### src/rtl/sw_irq_pkg.sv
// Shared constants for the switch interrupt controller: interrupt line index and channel limit.
// No timing or flow control of its own.
package sw_irq_pkg;
    localparam int INT_LINE = 0;
    localparam int MAX_SW   = 32;
endpackage

### src/rtl/sw_debounce.sv
// One switch channel: synchroniser, stability counter, accepted level and combinational edge pulses.
// Level moves SYNC_STAGES+DEB_CYCLES-1 edges after the first sampling edge; free-running, no backpressure.
module sw_debounce
    import sw_irq_pkg::*;
#(
    parameter int SYNC_STAGES = 2,
    parameter int DEB_CYCLES  = 1000
) (
    input  logic clk_i,
    input  logic rst_ni,
    input  logic raw_i,
    output logic level_o,
    output logic rise_o,
    output logic fall_o
);
    localparam int CW = $clog2(DEB_CYCLES + 1);

    logic [SYNC_STAGES-1:0] sync_q;
    logic                   level_q, level_d;
    logic [CW-1:0]          cnt_q, cnt_d;
    logic                   sync;
    logic                   fire;

    always_comb begin
        sync    = sync_q[SYNC_STAGES-1];
        fire    = (sync != level_q) && (cnt_q == CW'(DEB_CYCLES - 1));
        level_d = level_q;
        cnt_d   = cnt_q + CW'(1);
        if (sync == level_q) begin
            cnt_d = '0;
        end else if (fire) begin
            level_d = sync;
            cnt_d   = '0;
        end
        // Pulses are valid on the same edge that commits the new level.
        rise_o  = fire & sync;
        fall_o  = fire & ~sync;
        level_o = level_q;
    end

    always_ff @(posedge clk_i or negedge rst_ni) begin
        if (!rst_ni) begin
            sync_q  <= '0;
            level_q <= 1'b0;
            cnt_q   <= '0;
        end else begin
            sync_q  <= {sync_q[SYNC_STAGES-2:0], raw_i};
            level_q <= level_d;
            cnt_q   <= cnt_d;
        end
    end
endmodule

### src/rtl/sw_irq_ctrl.sv
// Debounced switch bank with per-channel edge select, sticky pending bits and a masked interrupt request.
// Pending updates on the edge that accepts a new level; int_req follows combinationally; no backpressure.
module sw_irq_ctrl
    import sw_irq_pkg::*;
#(
    parameter int NUM_SW      = 16,
    parameter int DEB_CYCLES  = 1000,
    parameter int SYNC_STAGES = 2
) (
    input  logic              clk_i,
    input  logic              rst_ni,
    input  logic [NUM_SW-1:0] in_i,
    input  logic [NUM_SW-1:0] rise_en_i,
    input  logic [NUM_SW-1:0] fall_en_i,
    input  logic [NUM_SW-1:0] mask_i,
    output logic [31:0]       out_o,
    output logic [31:0]       pending_o,
    output logic [31:0]       int_req_o,
    input  logic [31:0]       int_fin_i
);
    logic [NUM_SW-1:0] level, rise, fall, ev;
    logic [NUM_SW-1:0] pending_q, pending_d;
    logic [MAX_SW-1:0] unused_fin;

    assign unused_fin = int_fin_i;

    for (genvar i = 0; i < NUM_SW; i++) begin : g_ch
        sw_debounce #(
            .SYNC_STAGES(SYNC_STAGES),
            .DEB_CYCLES (DEB_CYCLES)
        ) u_deb (
            .clk_i  (clk_i),
            .rst_ni (rst_ni),
            .raw_i  (in_i[i]),
            .level_o(level[i]),
            .rise_o (rise[i]),
            .fall_o (fall[i])
        );
    end

    always_comb begin
        ev = (rise & rise_en_i) | (fall & fall_en_i);
        // OR-ing ev after the clear keeps an event that coincides with the acknowledge.
        pending_d = (int_fin_i[INT_LINE] ? '0 : pending_q) | ev;
        out_o                = '0;
        out_o[NUM_SW-1:0]    = level;
        pending_o            = '0;
        pending_o[NUM_SW-1:0] = pending_q;
        int_req_o            = '0;
        int_req_o[INT_LINE]  = |(pending_q & mask_i);
    end

    always_ff @(posedge clk_i or negedge rst_ni) begin
        if (!rst_ni) begin
            pending_q <= '0;
        end else begin
            pending_q <= pending_d;
        end
    end
endmodule
### config.mk
export PLATFORM = sky130hd
export DESIGN_NAME = sw_irq_ctrl
export DESIGN_NICKNAME = d
export VERILOG_FILES = /design/src/rtl/sw_irq_pkg.sv /design/src/rtl/sw_debounce.sv /design/src/rtl/sw_irq_ctrl.sv
export SDC_FILE = /design/constraint.sdc
export NUM_CORES = 1
export LEC_CHECK = 0
export ABC_AREA = 1
export BUFFER_PORTS_ARGS = -buffer_cell sky130_fd_sc_hd__buf_2
export CAP_MARGIN = 25
export CORE_AREA = 4 4 168 210
export DETAILED_ROUTE_END_ITERATION = 16
export DIE_AREA = 0 0 172 214
export GPL_TIMING_DRIVEN = 1
export SKIP_LAST_GASP = 1
export SLEW_MARGIN = 20
export SYNTH_ARGS = -nofsm -noshare
export SYNTH_HDL_FRONTEND = slang
export SYNTH_HIERARCHICAL = 1
export SYNTH_SLANG_ARGS = --single-unit
### constraint.sdc
create_clock -name clk_i -period 1.7 [get_ports clk_i]
set_input_delay 0.255 -clock clk_i [delete_from_list [all_inputs] [get_ports clk_i]]
set_output_delay 0.255 -clock clk_i [all_outputs]
set_load 0.02 [all_outputs]
==> impl_metrics.env, run 1 <==
export IMPL_coreArea_um2=33400
export IMPL_ys_ff_latch=224
export IMPL_synth_edf_count=0
export IMPL_async_flop_share_pct=100
export IMPL_vias=9474
export IMPL_yosysMostFrequentCell="nor2_1"
export IMPL_violations="setup timing"
export IMPL_critPathMaxStageDelay_ps=390
export IMPL_cp_num_buf_inv=2
export IMPL_gr_total_overflow=0
export IMPL_antenna_found_initial=0
export IMPL_dieArea_um2=36800
export IMPL_routedWlPerCell_um=11.9
export IMPL_fin_worst_skew_ps=4.57
export IMPL_cp_slowest_cell="dfrtp_1"
export IMPL_fin_crit_sh_pct=106
export IMPL_ys_seq_area_share_pct=48.8
export IMPL_fin_ws_ps=-103
export IMPL_vdd_drop_max_mv=0.656
export IMPL_firstDrtPassIters=6
export IMPL_cts_made_buffers=27
export IMPL_tns_ps=-103
export IMPL_synthTopCellsByCount="nor2_1, nand2_1, dfrtp_1"
export IMPL_cts_tree="built"
export IMPL_hold_violations=0
export IMPL_cts_sinks=224
export IMPL_crit_path_frequent_cell="nand2_1"
export IMPL_clk_latency_ps=530
export IMPL_area_growth_pct=20.2
export IMPL_fp_dieH_um=214
export IMPL_synth_cell_types=20
export IMPL_yosys_area_top_type="dfrtp_1"
export IMPL_n_antenna_cell=0
export IMPL_fin_util_pct=41.3
export IMPL_maxSlewHeadroom_pct=63.1
export IMPL_synth_top_area_share_pct=48.8
export IMPL_hp_class="in -> async"
export IMPL_cts_buffer_depth=3
export IMPL_drt_wl_total_um=24300
export IMPL_p_leak_nw=7.12
export IMPL_initial_core_util_pct=34.4
export IMPL_cts_root_buf="clkbuf_16"
export IMPL_syn_cell_area_um2=11500
export IMPL_power_density_nw_per_um2=862
export IMPL_grtUsageTotal_pct=13.1
export IMPL_rsz0062_at_grt="true"
export IMPL_rows=75
export IMPL_drtIter0Drc=516
export IMPL_io_pins=194
export IMPL_htreeDepth=1
export IMPL_crit_family="flip-flops"
export IMPL_yosys_warnings=6
export IMPL_cp_data_arrival_time_ps=1550
export IMPL_total_power_mw=11.9
export IMPL_ant_nets=0
export IMPL_dp_final_hpwl_um=17400
export IMPL_port_buffers=99
export IMPL_status="complete, but fails checks"
export IMPL_setup_viol=1
export IMPL_cp_required_ps=1440
export IMPL_clk_pin_slew_worst_paths_ps=60
export IMPL_drive_gt1_share_pct=12.4
export IMPL_routabilityCongestion=0.826
export IMPL_grt_max_degree=52
export IMPL_slew_violations=0
export IMPL_maxCapViolations=0
export IMPL_fin_crit_ps=1800
export IMPL_cp_max_fo=3
export IMPL_viasPerCell=4.61
export IMPL_grt_pass1_vias=9257
export IMPL_synth_cells=1429
export IMPL_synth_area_leaders="dfrtp_1, nor2_1, nand2_1"
export IMPL_worst_slew_pin_slew_ps=552
export IMPL_ys_flop_type="dfrtp_1"
export IMPL_worstSetupPathType="reg -> out"
export IMPL_grt_pass1_wl_um=41200
export IMPL_fmax_mhz=555
export IMPL_endpoint_kind="primary output"
export IMPL_nNetsFinal=1729
export IMPL_die_w_um=172
export IMPL_crit_path_start_kind="flop"
export IMPL_synth_avg_cell_area_um2=8.04
export IMPL_drcViolationCount=0
export IMPL_crit_chain="nand2_1 -> nand2_1 -> inv_1 -> nand2_1 -> nor2_2 -> nand2_2 -> buf_6"
layout make-up:
cell class / instances / area, um^2
timing repair buffer: 159 / 1130
clock buffer: 38 / 777
inverter: 199 / 747
tap: 423 / 529
sequential: 224 / 5610
fill: 3319 / 19600
clock inverter: 7 / 85.1
multi-input combinational: 1004 / 4930
stage by stage:
| step | instances | cell area, um^2 | hold slack, ps | setup WS (ps) |
|---|---|---|---|---|
| 6_report | 2054 | 13800 | 211 | -103 |
| 5_1_grt | 2054 | 13800 | 259 | -194 |
| 4_1_cts | 2053 | 13800 | 222 | -155 |
| 3_5_place_dp | 1958 | 12400 | 192 | 230 |
| 3_3_place_gp | 1958 | 12400 | 192 | 264 |
| 2_1_floorplan | 1491 | 11700 | -40.6 | 478 |
layer usage:
metal | vias up | GRT usage [%] | share of wire [%]
li1 | 4776 | - | -
met1 | 4449 | 16.7 | 44
met2 | 215 | 22.6 | 49
met3 | 34 | 2.14 | 5.3
met4 | 0 | 4.19 | 2.6
met5 | - | 0 | 0
cell usage in the layout (no fill, tap or decap), drive strengths merged:
master / Yosys / routed
a21oi: 32 / 32
a31oi: 32 / 32
buf: 64 / 110
bufinv: 0 / 2
clkbuf: 0 / 38
clkinv: 0 / 5
conb: 1 / 63
dfrtp: 224 / 224
dlygate4sd3: 0 / 49
ha: 16 / 16
inv: 199 / 199
nand2: 282 / 282
nand3: 144 / 144
nand4: 49 / 49
nor2: 274 / 274
nor3: 32 / 32
o21ai: 16 / 16
xnor2: 16 / 16
xor2: 48 / 48
worst reg2reg max path: stages (launching register included):
cell	delay [ps]
dfrtp_1	370
ha_1	190
nand2_1	80
inv_1	130
nand4_1	150
nor3_1	340
nand2_1	90
nand3_1	90
registers in the layout (all words and copies together) (netlist names):
| signal | flops |
|---|---|
| g_ch.u_deb/cnt_q | 160 |
| g_ch.u_deb/sync_q | 32 |
| g_ch.u_deb/level_o | 16 |
| pending_q | 16 |
final timing paths:
check                                                    from                                  to  slack (ps)  cells past startpoint
max                                   pending_q[14]$_DFF_PN0_                        int_req_o[0]        -100                      7
min                                                    rst_ni    g_ch[7].u_deb/cnt_q[9]$_DFF_PN0_         210                      2
max reg2reg                 g_ch[14].u_deb/cnt_q[0]$_DFF_PN0_             pending_q[14]$_DFF_PN0_         200                      7
min reg2reg                g_ch[11].u_deb/sync_q[0]$_DFF_PN0_  g_ch[11].u_deb/sync_q[1]$_DFF_PN0_         340                      0
max in group asynchronous                              rst_ni    g_ch[1].u_deb/cnt_q[6]$_DFF_PN0_         860                      3
min in group clk_i                               int_fin_i[0]              pending_q[1]$_DFF_PN0_         250                      4
power by group:
group,leakage (nW),switching (mW),internal (mW)
registers,3.01,0.0980,5.46
clock network,0.430,2.14,3.44
logic,3.68,0.470,0.285
total,7.12,2.71,9.19
kinds of logic after synthesis:
logic type,count (synthesis),synth area share (%)
flops,224,48.8
fa+ha+maj,16,1.74
other cells,1,0.0326
compound gates,80,3.83
xor+xnor,64,5.93
buf+inv,263,10.7
simple gates,781,28.9
timing repair:
action,4_1_cts,5_1_grt
pin swaps,5,4
hold endpoints to repair,142,0
hold buffers,49,0
resized for setup,15,7
setup endpoints to repair,1,1
buffers inserted,1,1
No activity file was read; power rests on OpenSTA's default activity.
==> run 2, diff against run 1 <==
--- a/config.mk
+++ b/config.mk
@@ -12,6 +12,7 @@
 export DETAILED_ROUTE_END_ITERATION = 16
 export DIE_AREA = 0 0 172 214
 export GPL_TIMING_DRIVEN = 1
+export PLACE_DENSITY_LB_ADDON = 0.2
 export SKIP_LAST_GASP = 1
 export SLEW_MARGIN = 20
 export SYNTH_ARGS = -nofsm -noshare
==> run 2 against run 1 <==
Compared with the run above:
- the run still ends with setup timing left
- sequential power about the same
- global-route usage grew 0.40 points
- power rose by 0.61%
- fmax is 0.31% lower
- sequential share of layout area fell by 0.28 points
- critical endpoint unchanged
- wire length increased by 0.91%
- combinational power up 1%
==> impl_metrics.env, run 2 (synthesis results as in run 1) <==
export IMPL_cp_max_fo=2
export IMPL_grt_pass1_vias=9294
export IMPL_coreArea_um2=33400
export IMPL_slew_violations=0
export IMPL_hold_violations=0
export IMPL_grtUsageTotal_pct=13.5
export IMPL_largest_register_ffs=160
export IMPL_dieArea_um2=36800
export IMPL_initial_core_util_pct=34.4
export IMPL_crit_path_start_kind="flop"
export IMPL_worst_slew_pin_slew_ps=500
export IMPL_drt_wl_total_um=24600
export IMPL_nNetsFinal=1737
export IMPL_clk_latency_ps=540
export IMPL_fin_crit_sh_pct=106
export IMPL_cts_sinks=224
export IMPL_r2r_slack_ps=280
export IMPL_wl_met2_um=12200
export IMPL_rows=75
export IMPL_top_regs="g_ch.u_deb/cnt_q (160), g_ch.u_deb/sync_q (32)"
export IMPL_cp_data_arrival_time_ps=1550
export IMPL_grt_max_degree=53
export IMPL_area_growth_pct=21.1
export IMPL_violations="setup timing"
export IMPL_drtIter0Drc=521
export IMPL_fp_dieH_um=214
export IMPL_drive_gt1_share_pct=13.0
export IMPL_cts_root_buf="clkbuf_16"
export IMPL_setup_viol=1
export IMPL_hp_class="in -> reg"
export IMPL_p_leak_nw=7.18
export IMPL_maxCapViolations=0
export IMPL_port_buffers=99
export IMPL_rsz0062_at_grt="true"
export IMPL_routed_top_layer="met4"
export IMPL_routabilityCongestion=0.825
export IMPL_status="complete, but fails checks"
export IMPL_cts_tree="built"
export IMPL_finalInstanceArea_um2=13900
export IMPL_tns_ps=-108
export IMPL_n_antenna_cell=0
export IMPL_antenna_found_initial=0
export IMPL_viasPerCell=4.52
export IMPL_ant_nets=0
export IMPL_fin_crit_ps=1810
export IMPL_endpoint_kind="primary output"
export IMPL_cp_required_ps=1440
export IMPL_power_density_nw_per_um2=861
export IMPL_routedWlPerCell_um=11.9
export IMPL_die_w_um=172
export IMPL_io_pins=194
export IMPL_fin_worst_skew_ps=11.8
export IMPL_maxSlewHeadroom_pct=66.6
export IMPL_firstDrtPassIters=7
export IMPL_placed_cell_area_um2=12400
export IMPL_dp_final_hpwl_um=17700
export IMPL_vias=9340
export IMPL_htreeDepth=1
export IMPL_vdd_drop_max_mv=0.593
export IMPL_largest_register="g_ch.u_deb/cnt_q"
export IMPL_layout_commonest_cell="nor2_1"
export IMPL_drt_met1_wl_um=10700
export IMPL_dr_wl_met3_um=1080
export IMPL_total_power_mw=12.0
export IMPL_cts_buffer_depth=3
export IMPL_final_cell_mix="nor2_1, nand2_1, dfrtp_1"
export IMPL_fmax_mhz=553
export IMPL_cts_made_buffers=26
export IMPL_drcViolationCount=0
export IMPL_grt_pass1_wl_um=42400
export IMPL_fin_ws_ps=-108
export IMPL_gr_total_overflow=0
export IMPL_clk_pin_slew_worst_paths_ps=60
export IMPL_worstSetupPathType="reg -> out"
[run 2: changes by cell type in the layout (fill, tap and decap cells not counted)]
cell and delta:
clkinv_2 -1, nor2_4 -1, inv_1 +2, buf_12 +1
buf_4 +8, inv_2 -2, bufinv_16 -1, clkbuf_8 +4
nand2_2 +2, nand2_1 -2, nor2_1 +1
[run 2: final timing paths]
kind,to,cells past startpoint,start
min in group asynchronous,g_ch[7].u_deb/cnt_q[6]$_DFF_PN0_,2,rst_ni
setup reg to reg,pending_q[4]$_DFF_PN0_,7,g_ch[4].u_deb/cnt_q[0]$_DFF_PN0_
setup / recovery,int_req_o[0],7,pending_q[2]$_DFF_PN0_
max in group asynchronous,g_ch[1].u_deb/cnt_q[8]$_DFF_PN0_,3,rst_ni
hold / removal,pending_q[4]$_DFF_PN0_,4,int_fin_i[0]
hold reg to reg,g_ch[14].u_deb/sync_q[1]$_DFF_PN0_,0,g_ch[14].u_deb/sync_q[0]$_DFF_PN0_
[run 2: cell type report]
type | count | area, um^2
Fill cell | 3370 | 19500
Clock buffer | 42 | 832
Timing Repair Buffer | 168 | 1210
Clock inverter | 5 | 50.0
Tap cell | 423 | 529
Inverter | 199 | 747
Sequential cell | 224 | 5610
Multi-Input combinational cell | 1004 | 4930
[run 2: metal layers]
metal,global-route usage (%),vias to the layer above
met1,17.1,4337
met5,0,-
li1,-,4786
met4,4.09,0
met2,23.7,180
met3,1.99,37
[run 2: worst max-delay path, stage by stage (launching register included)]
cell and delay (ps):
dfrtp_1 390, nand2_2 100, nand2_1 60, inv_1 60, nand2_1 50, nor2_1 110
nand2_2 110, buf_6 140
[run 2: timing repair]
action,in CTS,in global routing
pin swaps,4,0
endpoints found under the hold margin,74,0
buffers inserted,6,2
gates resized for setup,19,1
hold buffers,49,0
endpoints found under the setup margin,1,1
[run 2: through the flow]
| stage | hold WS (ps) | util (%) | setup WS [ps] | instances |
|---|---|---|---|---|
| 2_1_floorplan | -40.6 | - | 478 | 1491 |
| 3_3_place_gp | 229 | 37.2 | 298 | 1961 |
| 3_5_place_dp | 231 | 37.2 | 268 | 1961 |
| 4_1_cts | 215 | 41.6 | -154 | 2063 |
| 5_1_grt | 245 | 41.6 | -213 | 2065 |
| 6_report | 210 | 41.6 | -108 | 2065 |
[run 2: where the power goes]
group	internal (mW)	switching, mW
clock network	3.47	2.17
logic	0.293	0.472
registers	5.46	0.0978
total	9.23	2.74
